**config.mk**
```make
export PLATFORM = sky130hd
export DESIGN_NAME = crtc_param
export DESIGN_NICKNAME = d
export VERILOG_FILES = /design/src/rtl/crtc_param.sv
export SDC_FILE = /design/constraint.sdc
export NUM_CORES = 1
export LEC_CHECK = 0
export CAP_MARGIN = 20
export CORE_UTILIZATION = 30
export DETAILED_ROUTE_END_ITERATION = 16
export PLACE_DENSITY_LB_ADDON = 0.3
export SLEW_MARGIN = 10
export SYNTH_ARGS = -nofsm -noshare
export SYNTH_HDL_FRONTEND = slang
export SYNTH_SLANG_ARGS = --single-unit
```
**constraint.sdc**
```tcl
create_clock -name CLOCK -period 3 [get_ports CLOCK]
set_input_delay 0.6 -clock CLOCK [delete_from_list [all_inputs] [get_ports CLOCK]]
set_output_delay 0.6 -clock CLOCK [all_outputs]
set_load 0.01 [all_outputs]
```
**src/rtl/crtc_param.sv**
```systemverilog
// 6845-class CRT controller: character/raster/row timing, syncs, display enable, linear MA/RA, light pen, status.
// Optional cursor blink (R10[6:5] + frame counter) is built only when CRTC_CURSOR_BLINK_EN is defined.
module crtc_param #(
   parameter int HW  = 8,
   parameter int VW  = 7,
   parameter int RAW = 5,
   parameter int MAW = 14
) (
   input  logic           CLOCK,
   input  logic           nRESET,
   input  logic           CLKEN,
   input  logic           ENABLE,
   input  logic           nCS,
   input  logic           R_nW,
   input  logic           RS,
   input  logic [7:0]     DI,
   output logic [7:0]     DO,
   input  logic           LPSTB,
   output logic           HSYNC,
   output logic           VSYNC,
   output logic           DE,
   output logic           CURSOR,
   output logic [MAW-1:0] MA,
   output logic [RAW-1:0] RA
);
   localparam int HIW = MAW - 8;

   logic [4:0]     idx_q, idx_d;
   logic [HW-1:0]  r0_q, r0_d, r1_q, r1_d, r2_q, r2_d;
   logic [7:0]     r3_q, r3_d;
   logic [VW-1:0]  r4_q, r4_d, r6_q, r6_d, r7_q, r7_d;
   logic [RAW-1:0] r5_q, r5_d, r9_q, r9_d;
   logic [6:0]     r10_q, r10_d;
   logic [4:0]     r11_q, r11_d;
   logic [HIW-1:0] r12_q, r12_d, r14_q, r14_d, r16_q, r16_d;
   logic [7:0]     r13_q, r13_d, r15_q, r15_d, r17_q, r17_d;

   logic [HW-1:0]  hcc_q, hcc_d;
   logic [RAW-1:0] line_q, line_d;
   logic [VW-1:0]  row_q, row_d;
   logic           adjust_q, adjust_d;
   logic [MAW-1:0] row_base_q, row_base_d;
   logic           hs_q, hs_d, vs_q, vs_d;
   logic [3:0]     hs_cnt_q, hs_cnt_d, vs_cnt_q, vs_cnt_d;
   logic           cur_line_q, cur_line_d;
   logic [2:0]     lp_sync_q, lp_sync_d;
   logic           lpen_full_q, lpen_full_d;

   logic wr, rd17, lp_rise, hcc_last, line_last, hde, vde, vblank;
   logic cur_act, blink, new_frame, vs_start;

   assign wr        = ENABLE && !nCS && !R_nW;
   assign rd17      = ENABLE && !nCS && R_nW && RS && (idx_q == 5'd17);
   assign lp_rise   = lp_sync_q[1] && !lp_sync_q[2];
   assign hcc_last  = (hcc_q == r0_q);
   // During vertical adjust the raster counter runs 0..R5-1 instead of 0..R9.
   assign line_last = adjust_q ? (line_q == r5_q - 1'b1) : (line_q == r9_q);
   assign hde       = (hcc_q < r1_q);
   assign vde       = (row_q < r6_q) && !adjust_q;
   assign vblank    = !vde;
   assign DE        = hde && vde;
   assign MA        = row_base_q + MAW'(hcc_q);
   assign RA        = line_q;
   assign HSYNC     = hs_q;
   assign VSYNC     = vs_q;

   // Start line wins over end line; between them the last state is held.
   assign cur_act = (32'(line_q) == 32'(r10_q[4:0])) ? 1'b1 :
                    (32'(line_q) == 32'(r11_q))      ? 1'b0 : cur_line_q;
   assign CURSOR  = DE && cur_act && blink && (MA == {r14_q, r15_q});

`ifdef CRTC_CURSOR_BLINK_EN
   logic [4:0] frame_cnt_q, frame_cnt_d;
   always_comb begin
      frame_cnt_d = new_frame ? frame_cnt_q + 1'b1 : frame_cnt_q;
      case (r10_q[6:5])
         2'b00:   blink = 1'b1;
         2'b01:   blink = 1'b0;
         2'b10:   blink = !frame_cnt_q[3];
         default: blink = !frame_cnt_q[4];
      endcase
   end
   always_ff @(posedge CLOCK) begin
      if (!nRESET) frame_cnt_q <= '0;
      else         frame_cnt_q <= frame_cnt_d;
   end
`else
   assign blink = 1'b1;
`endif

   always_comb begin
      DO = 8'hFF;
      if (ENABLE && !nCS && R_nW) begin
         if (!RS) DO = {1'b0, lpen_full_q, vblank, 5'b0};
         else begin
            case (idx_q)
               5'd10:   DO = {1'b0, r10_q};
               5'd11:   DO = 8'(r11_q);
               5'd12:   DO = 8'(r12_q);
               5'd13:   DO = r13_q;
               5'd14:   DO = 8'(r14_q);
               5'd15:   DO = r15_q;
               5'd16:   DO = 8'(r16_q);
               5'd17:   DO = r17_q;
               default: DO = 8'h00;
            endcase
         end
      end
   end

   always_comb begin
      idx_d = idx_q; r0_d = r0_q; r1_d = r1_q; r2_d = r2_q; r3_d = r3_q; r4_d = r4_q;
      r5_d = r5_q; r6_d = r6_q; r7_d = r7_q; r9_d = r9_q; r10_d = r10_q; r11_d = r11_q;
      r12_d = r12_q; r13_d = r13_q; r14_d = r14_q; r15_d = r15_q; r16_d = r16_q; r17_d = r17_q;
      hcc_d = hcc_q; line_d = line_q; row_d = row_q; adjust_d = adjust_q; row_base_d = row_base_q;
      hs_d = hs_q; hs_cnt_d = hs_cnt_q; vs_d = vs_q; vs_cnt_d = vs_cnt_q; cur_line_d = cur_line_q;
      lpen_full_d = lpen_full_q;
      lp_sync_d   = {lp_sync_q[1:0], LPSTB};
      new_frame   = 1'b0;
      vs_start    = 1'b0;

      if (wr) begin
         if (!RS) idx_d = DI[4:0];
         else begin
            case (idx_q)
               5'd0:    r0_d  = HW'(DI);
               5'd1:    r1_d  = HW'(DI);
               5'd2:    r2_d  = HW'(DI);
               5'd3:    r3_d  = DI;
               5'd4:    r4_d  = VW'(DI);
               5'd5:    r5_d  = RAW'(DI);
               5'd6:    r6_d  = VW'(DI);
               5'd7:    r7_d  = VW'(DI);
               5'd9:    r9_d  = RAW'(DI);
               5'd10:   r10_d = DI[6:0];
               5'd11:   r11_d = DI[4:0];
               5'd12:   r12_d = DI[HIW-1:0];
               5'd13:   r13_d = DI;
               5'd14:   r14_d = DI[HIW-1:0];
               5'd15:   r15_d = DI;
               default: ;
            endcase
         end
      end

      if (CLKEN) begin
         hcc_d      = hcc_last ? '0 : hcc_q + 1'b1;
         cur_line_d = cur_act;
         if (hcc_last) begin
            if (adjust_q) begin
               if (line_last) new_frame = 1'b1;
               else           line_d    = line_q + 1'b1;
            end else if (line_last) begin
               row_base_d = row_base_q + MAW'(r1_q);
               line_d     = '0;
               if (row_q == r4_q) begin
                  if (r5_q != '0) adjust_d  = 1'b1;
                  else            new_frame = 1'b1;
               end else row_d = row_q + 1'b1;
            end else line_d = line_q + 1'b1;
            if (new_frame) begin
               row_d = '0; line_d = '0; adjust_d = 1'b0;
               row_base_d = {r12_q, r13_q};
            end
            vs_start = (line_d == '0) && !adjust_d && (row_d == r7_q) && (r7_q <= r4_q);
            // Sync counters stop on matching the programmed width; 4-bit wrap makes 0 mean 16.
            if (vs_q) begin
               if (vs_cnt_q == r3_q[7:4]) vs_d = 1'b0;
               else                        vs_cnt_d = vs_cnt_q + 1'b1;
            end else if (vs_start) begin
               vs_d = 1'b1; vs_cnt_d = 4'd1;
            end
         end
         if (hs_q) begin
            if (hs_cnt_q == r3_q[3:0]) hs_d = 1'b0;
            else                        hs_cnt_d = hs_cnt_q + 1'b1;
         end else if (hcc_q == r2_q) begin
            hs_d = 1'b1; hs_cnt_d = 4'd1;
         end
      end

      // A concurrent R17 read clears the flag and drops the strobe.
      if (rd17) lpen_full_d = 1'b0;
      else if (lp_rise && !lpen_full_q) begin
         lpen_full_d = 1'b1;
         r16_d = MA[MAW-1:8];
         r17_d = MA[7:0];
      end
   end

   always_ff @(posedge CLOCK) begin
      if (!nRESET) begin
         idx_q <= '0; r0_q <= '0; r1_q <= '0; r2_q <= '0; r3_q <= '0; r4_q <= '0;
         r5_q <= '0; r6_q <= '0; r7_q <= '0; r9_q <= '0; r10_q <= '0; r11_q <= '0;
         r12_q <= '0; r13_q <= '0; r14_q <= '0; r15_q <= '0; r16_q <= '0; r17_q <= '0;
         hcc_q <= '0; line_q <= '0; row_q <= '0; adjust_q <= 1'b0; row_base_q <= '0;
         hs_q <= 1'b0; hs_cnt_q <= '0; vs_q <= 1'b0; vs_cnt_q <= '0; cur_line_q <= 1'b0;
         lp_sync_q <= '0; lpen_full_q <= 1'b0;
      end else begin
         idx_q <= idx_d; r0_q <= r0_d; r1_q <= r1_d; r2_q <= r2_d; r3_q <= r3_d; r4_q <= r4_d;
         r5_q <= r5_d; r6_q <= r6_d; r7_q <= r7_d; r9_q <= r9_d; r10_q <= r10_d; r11_q <= r11_d;
         r12_q <= r12_d; r13_q <= r13_d; r14_q <= r14_d; r15_q <= r15_d; r16_q <= r16_d; r17_q <= r17_d;
         hcc_q <= hcc_d; line_q <= line_d; row_q <= row_d; adjust_q <= adjust_d; row_base_q <= row_base_d;
         hs_q <= hs_d; hs_cnt_q <= hs_cnt_d; vs_q <= vs_d; vs_cnt_q <= vs_cnt_d; cur_line_q <= cur_line_d;
         lp_sync_q <= lp_sync_d; lpen_full_q <= lpen_full_d;
      end
   end
endmodule

```
==> results.toml <==
[synthesis]
ys.warnings.count = 0
gate_count_after_technology_mapping = 1113
synth_flop_cell = "dfxtp_1"
mappedNetlistNets = 1174
synth.avg_cell_area_um2 = 8.645
synth.yosys.seq_area_share_pct = 35.79
synth_area_um2 = 9622
synth.ff_latch_count = 172
async_reset_ff_share_pct = 0
synth_cell_types = 74
synth_enable_flop_cells = 0

[sta]
fmaxAchievable_mhz = 273.1
max_slew_margin_pct = 41.36
final.setup.worst_slack_ns = -0.6610
transition_time_at_the_pin_with_the_least_slew_margin_ns = 0.8764
clock_skew_ns = 0.01541
hold_violations = 0
finalMaxSlewViolations = 0
hold-worst-slack_ns = 0.4398
rsz_0062_raised_after_global_routing = "true"
setup_violations = 9
fin_crit_sh_pct = 122.0
timing.final.crit_period_ns = 3.661
setup_tns_ns = -2.184

[clocking]
cts_tree = "yes"
cts.clk_slew.worst_paths_ns = 0.07
tritoncts_buffer_count = 17
cts.path.max_buffers = 2
cts_num_sinks = 172
h_tree_depth = 4
clockRootBuffer = "clkbuf_16"
postCtsHoldBufs = 0
worstSkewPairLatency_ns = 0.45

[floorplan]
initial_core_util_pct = 30.49
num_rows = 65
standard_cell_core_area_um2 = 31560
die-height_um = 181.1
die_w_um = 181.1
design.portCount = 47
total_die_area_um2 = 32790

[grt]
grt_first_pass_wirelength_um = 47310
grt_pass1_vias = 8389
grt_usage_pct = 18.35
grt-ovfl-total = 0
grt_antenna_before_repair = 0
pin_count_of_the_biggest_net_entering_global_routing = 33

[worst_setup_path]
critPathTopFamily = "simple AND/OR/NAND/NOR gates"
timing.critical_path.to_type = "primary output"
arrival_time_reported_for_the_critical_path_endpoint_ns = 3.06
buffers_inverters_on_critical_path = 2
max_stage_delay_ns = 0.34
path_class = "register to primary output"
critical_path.most_common_cell = "a21oi_2"
cp.required_ns = 2.40
library_cell_contributing_the_largest_single_delay_on_the_critical_path = "dfxtp_2"
path_cells = "ha_4 > fa_2 > a21o_1 > a21oi_2 > o21bai_1 > a21oi_2 > buf_4 > xnor2_2 > xnor2_1 > nand4_1 > nand4b_1 > nor4b_4 > buf_2"
crit_fanout = 2
setup.worst_path.start_class = "register"

[power_and_ir_drop]
total_power_w = 0.005084
ir_worst_vdd_v = 0.0003264
power_leakage_nw = 5.033
p_per_area_nw_per_um2 = 405.8

[routing]
vias = 8616
route.detailed.wl_per_inst_um = 17.43
drc = 0
detail_route.wirelength_um = 29500
drt_first_pass_iters = 9
drt_iter0_drc = 707
route.antenna.remaining_nets = 0
avgViaCountPerCell = 5.092

[placement]
total_placed_cells_including_tap_cells = 1648
portBuffers = 46
dp.final_hpwl_um = 21540
gpl_congestion = 0.9238

[flow_run]
drv.max_cap_violation_count = 0

[final_layout]
layout_cell_share_with_drive_strength_beyond_1_pct = 23.88
number_of_nets_in_the_layout = 1338
syn2layout_area_growth_pct = 30.21
antenna_cells_inserted = 0
finish.cell_count_without_fillers = 1692

[status]
violated_checks = "setup timing"
outcome = "finished with violations"

[min_path]
min_path_type = "register to register"
[worst paths after layout]
check | slack (ns) | to | from | cells past startpoint
max | -0.66 | CURSOR | row_base_q[0]$_SDFFE_PN0P_ | 13
min reg2reg | 0.44 | lp_sync_q[1]$_SDFF_PN0_ | lp_sync_q[0]$_SDFF_PN0_ | 1
max reg2reg | -0.01 | vs_cnt_q[1]$_SDFFE_PN0P_ | r5_q[1]$_SDFFE_PN0P_ | 13
min | 0.44 | lp_sync_q[1]$_SDFF_PN0_ | lp_sync_q[0]$_SDFF_PN0_ | 1
[layout make-up]
cell class              count  area [um^2]
multi-input cells         833         6158
repair buffers            207         1679
clock inverters            13        107.6
flip-flops and latches    172         3470
fillers                  3135        19030
inverters                  46        177.7
clock buffers              19        432.9
well taps                 402        503.0
[flip-flops by register name (all words and copies together), names as in the netlist, 7 cells and up]
name / count
r2_q: 8
r4_q: 7
r13_q: 8
r7_q: 7
r6_q: 7
r1_q: 8
r15_q: 8
r0_q: 8
hcc_q: 8
r3_q: 8
r10_q: 7
row_q: 7
row_base_q: 14
r17_q: 8
[routing by layer]
metal / vias up / wire length [um] / track usage (%)
li1: 4214 / - / -
met1: 4157 / 13550 / 23.84
met2: 203 / 14120 / 31.12
met3: 42 / 1263 / 2.923
met4: 0 / 566 / 5.356
met5: - / 0 / 0
[through the flow]
| stage | utilization [%] | area (um^2) | setup slack, ns |
|---|---|---|---|
| 3_5_place_dp | 36.68 | 11570 | -0.6367 |
| 3_3_place_gp | 36.68 | 11570 | -0.5961 |
| 5_1_grt | 39.70 | 12530 | -0.8277 |
| 4_1_cts | 38.88 | 12270 | -0.6803 |
| 6_report | 39.70 | 12530 | -0.6610 |
| 2_1_floorplan | - | 9674 | -0.01349 |
[worst reg2reg max path: stages, from the launching register on]
cell	delay [ns]
dfxtp_2	0.32
inv_2	0.06
ha_4	0.12
or4b_4	0.46
or3_4	0.39
o2111ai_4	0.13
buf_6	0.19
buf_6	0.11
nor3_2	0.05
xnor2_1	0.19
o211ai_1	0.13
a221oi_2	0.29
a41o_4	0.30
mux2i_1	0.18
[report_power, final]
group          internal (W)  switching (W)  leakage [nW]
sequential          0.00232      0.0000456          1.40
combinational      0.000280       0.000344          3.38
clock               0.00108        0.00102         0.253
[cell usage after synthesis (11+ instances only)]
cell type  count  area [um^2]
inv_1         45        168.9
nor2_1       185        694.4
nand2b_1      12        75.07
o21ai_0       39        195.2
mux2i_1      124         1241
xnor2_1       56        490.5
xor2_1        37        324.1
ha_1          43        538.0
nand4_1       15        93.84
a22oi_1       13        97.59
nand2_1       56        210.2
a21o_1        11        82.58
nor3_1        18        90.09
dfxtp_1      172         3443
clkbuf_1      54        202.7
a211oi_1      14        105.1
nand3_1       25        125.1
a21oi_1       55        275.3
[placed cells by master, fill, tap and decap left out, types with 8 or more instances in the layout]
| cell type | count |
|---|---|
| buf_4 | 149 |
| buf_6 | 10 |
| nand2b_1 | 11 |
| nand2_1 | 54 |
| ha_1 | 38 |
| nor3_1 | 14 |
| nand4_1 | 15 |
| xnor2_1 | 50 |
| a211oi_1 | 13 |
| a22oi_1 | 13 |
| dfxtp_2 | 9 |
| xor2_1 | 31 |
| a21oi_2 | 9 |
| nand3_1 | 24 |
| clkbuf_16 | 17 |
| dfxtp_1 | 159 |
| a222oi_1 | 8 |
| o21ai_0 | 33 |
| clkdlybuf4s50_1 | 26 |
| inv_1 | 41 |
| mux2i_1 | 124 |
| nor2_1 | 177 |
| a21oi_1 | 44 |
| a21o_1 | 11 |
| nor2b_1 | 10 |
[kinds of logic (layout without fill, tap and decap cells)]
family | count (synthesis) | count (layout) | share of synthesized area, %
AOI/OAI and AO/OA | 191 | 191 | 13.34
xor gates and xnor gates | 93 | 93 | 8.466
adders and majority gates | 45 | 45 | 6.008
buffers and inverters | 108 | 285 | 4.330
DFF | 172 | 172 | 35.79
muxes | 126 | 126 | 13.13
and+or+nand+nor | 378 | 378 | 18.93
[what timing repair did]
item	in CTS	in global routing
pin swaps	33	35
resized for setup	89	74
buffers inserted	8	6
endpoints found under the setup margin	27	31
Note: power is estimated with default switching activity, not from simulation.
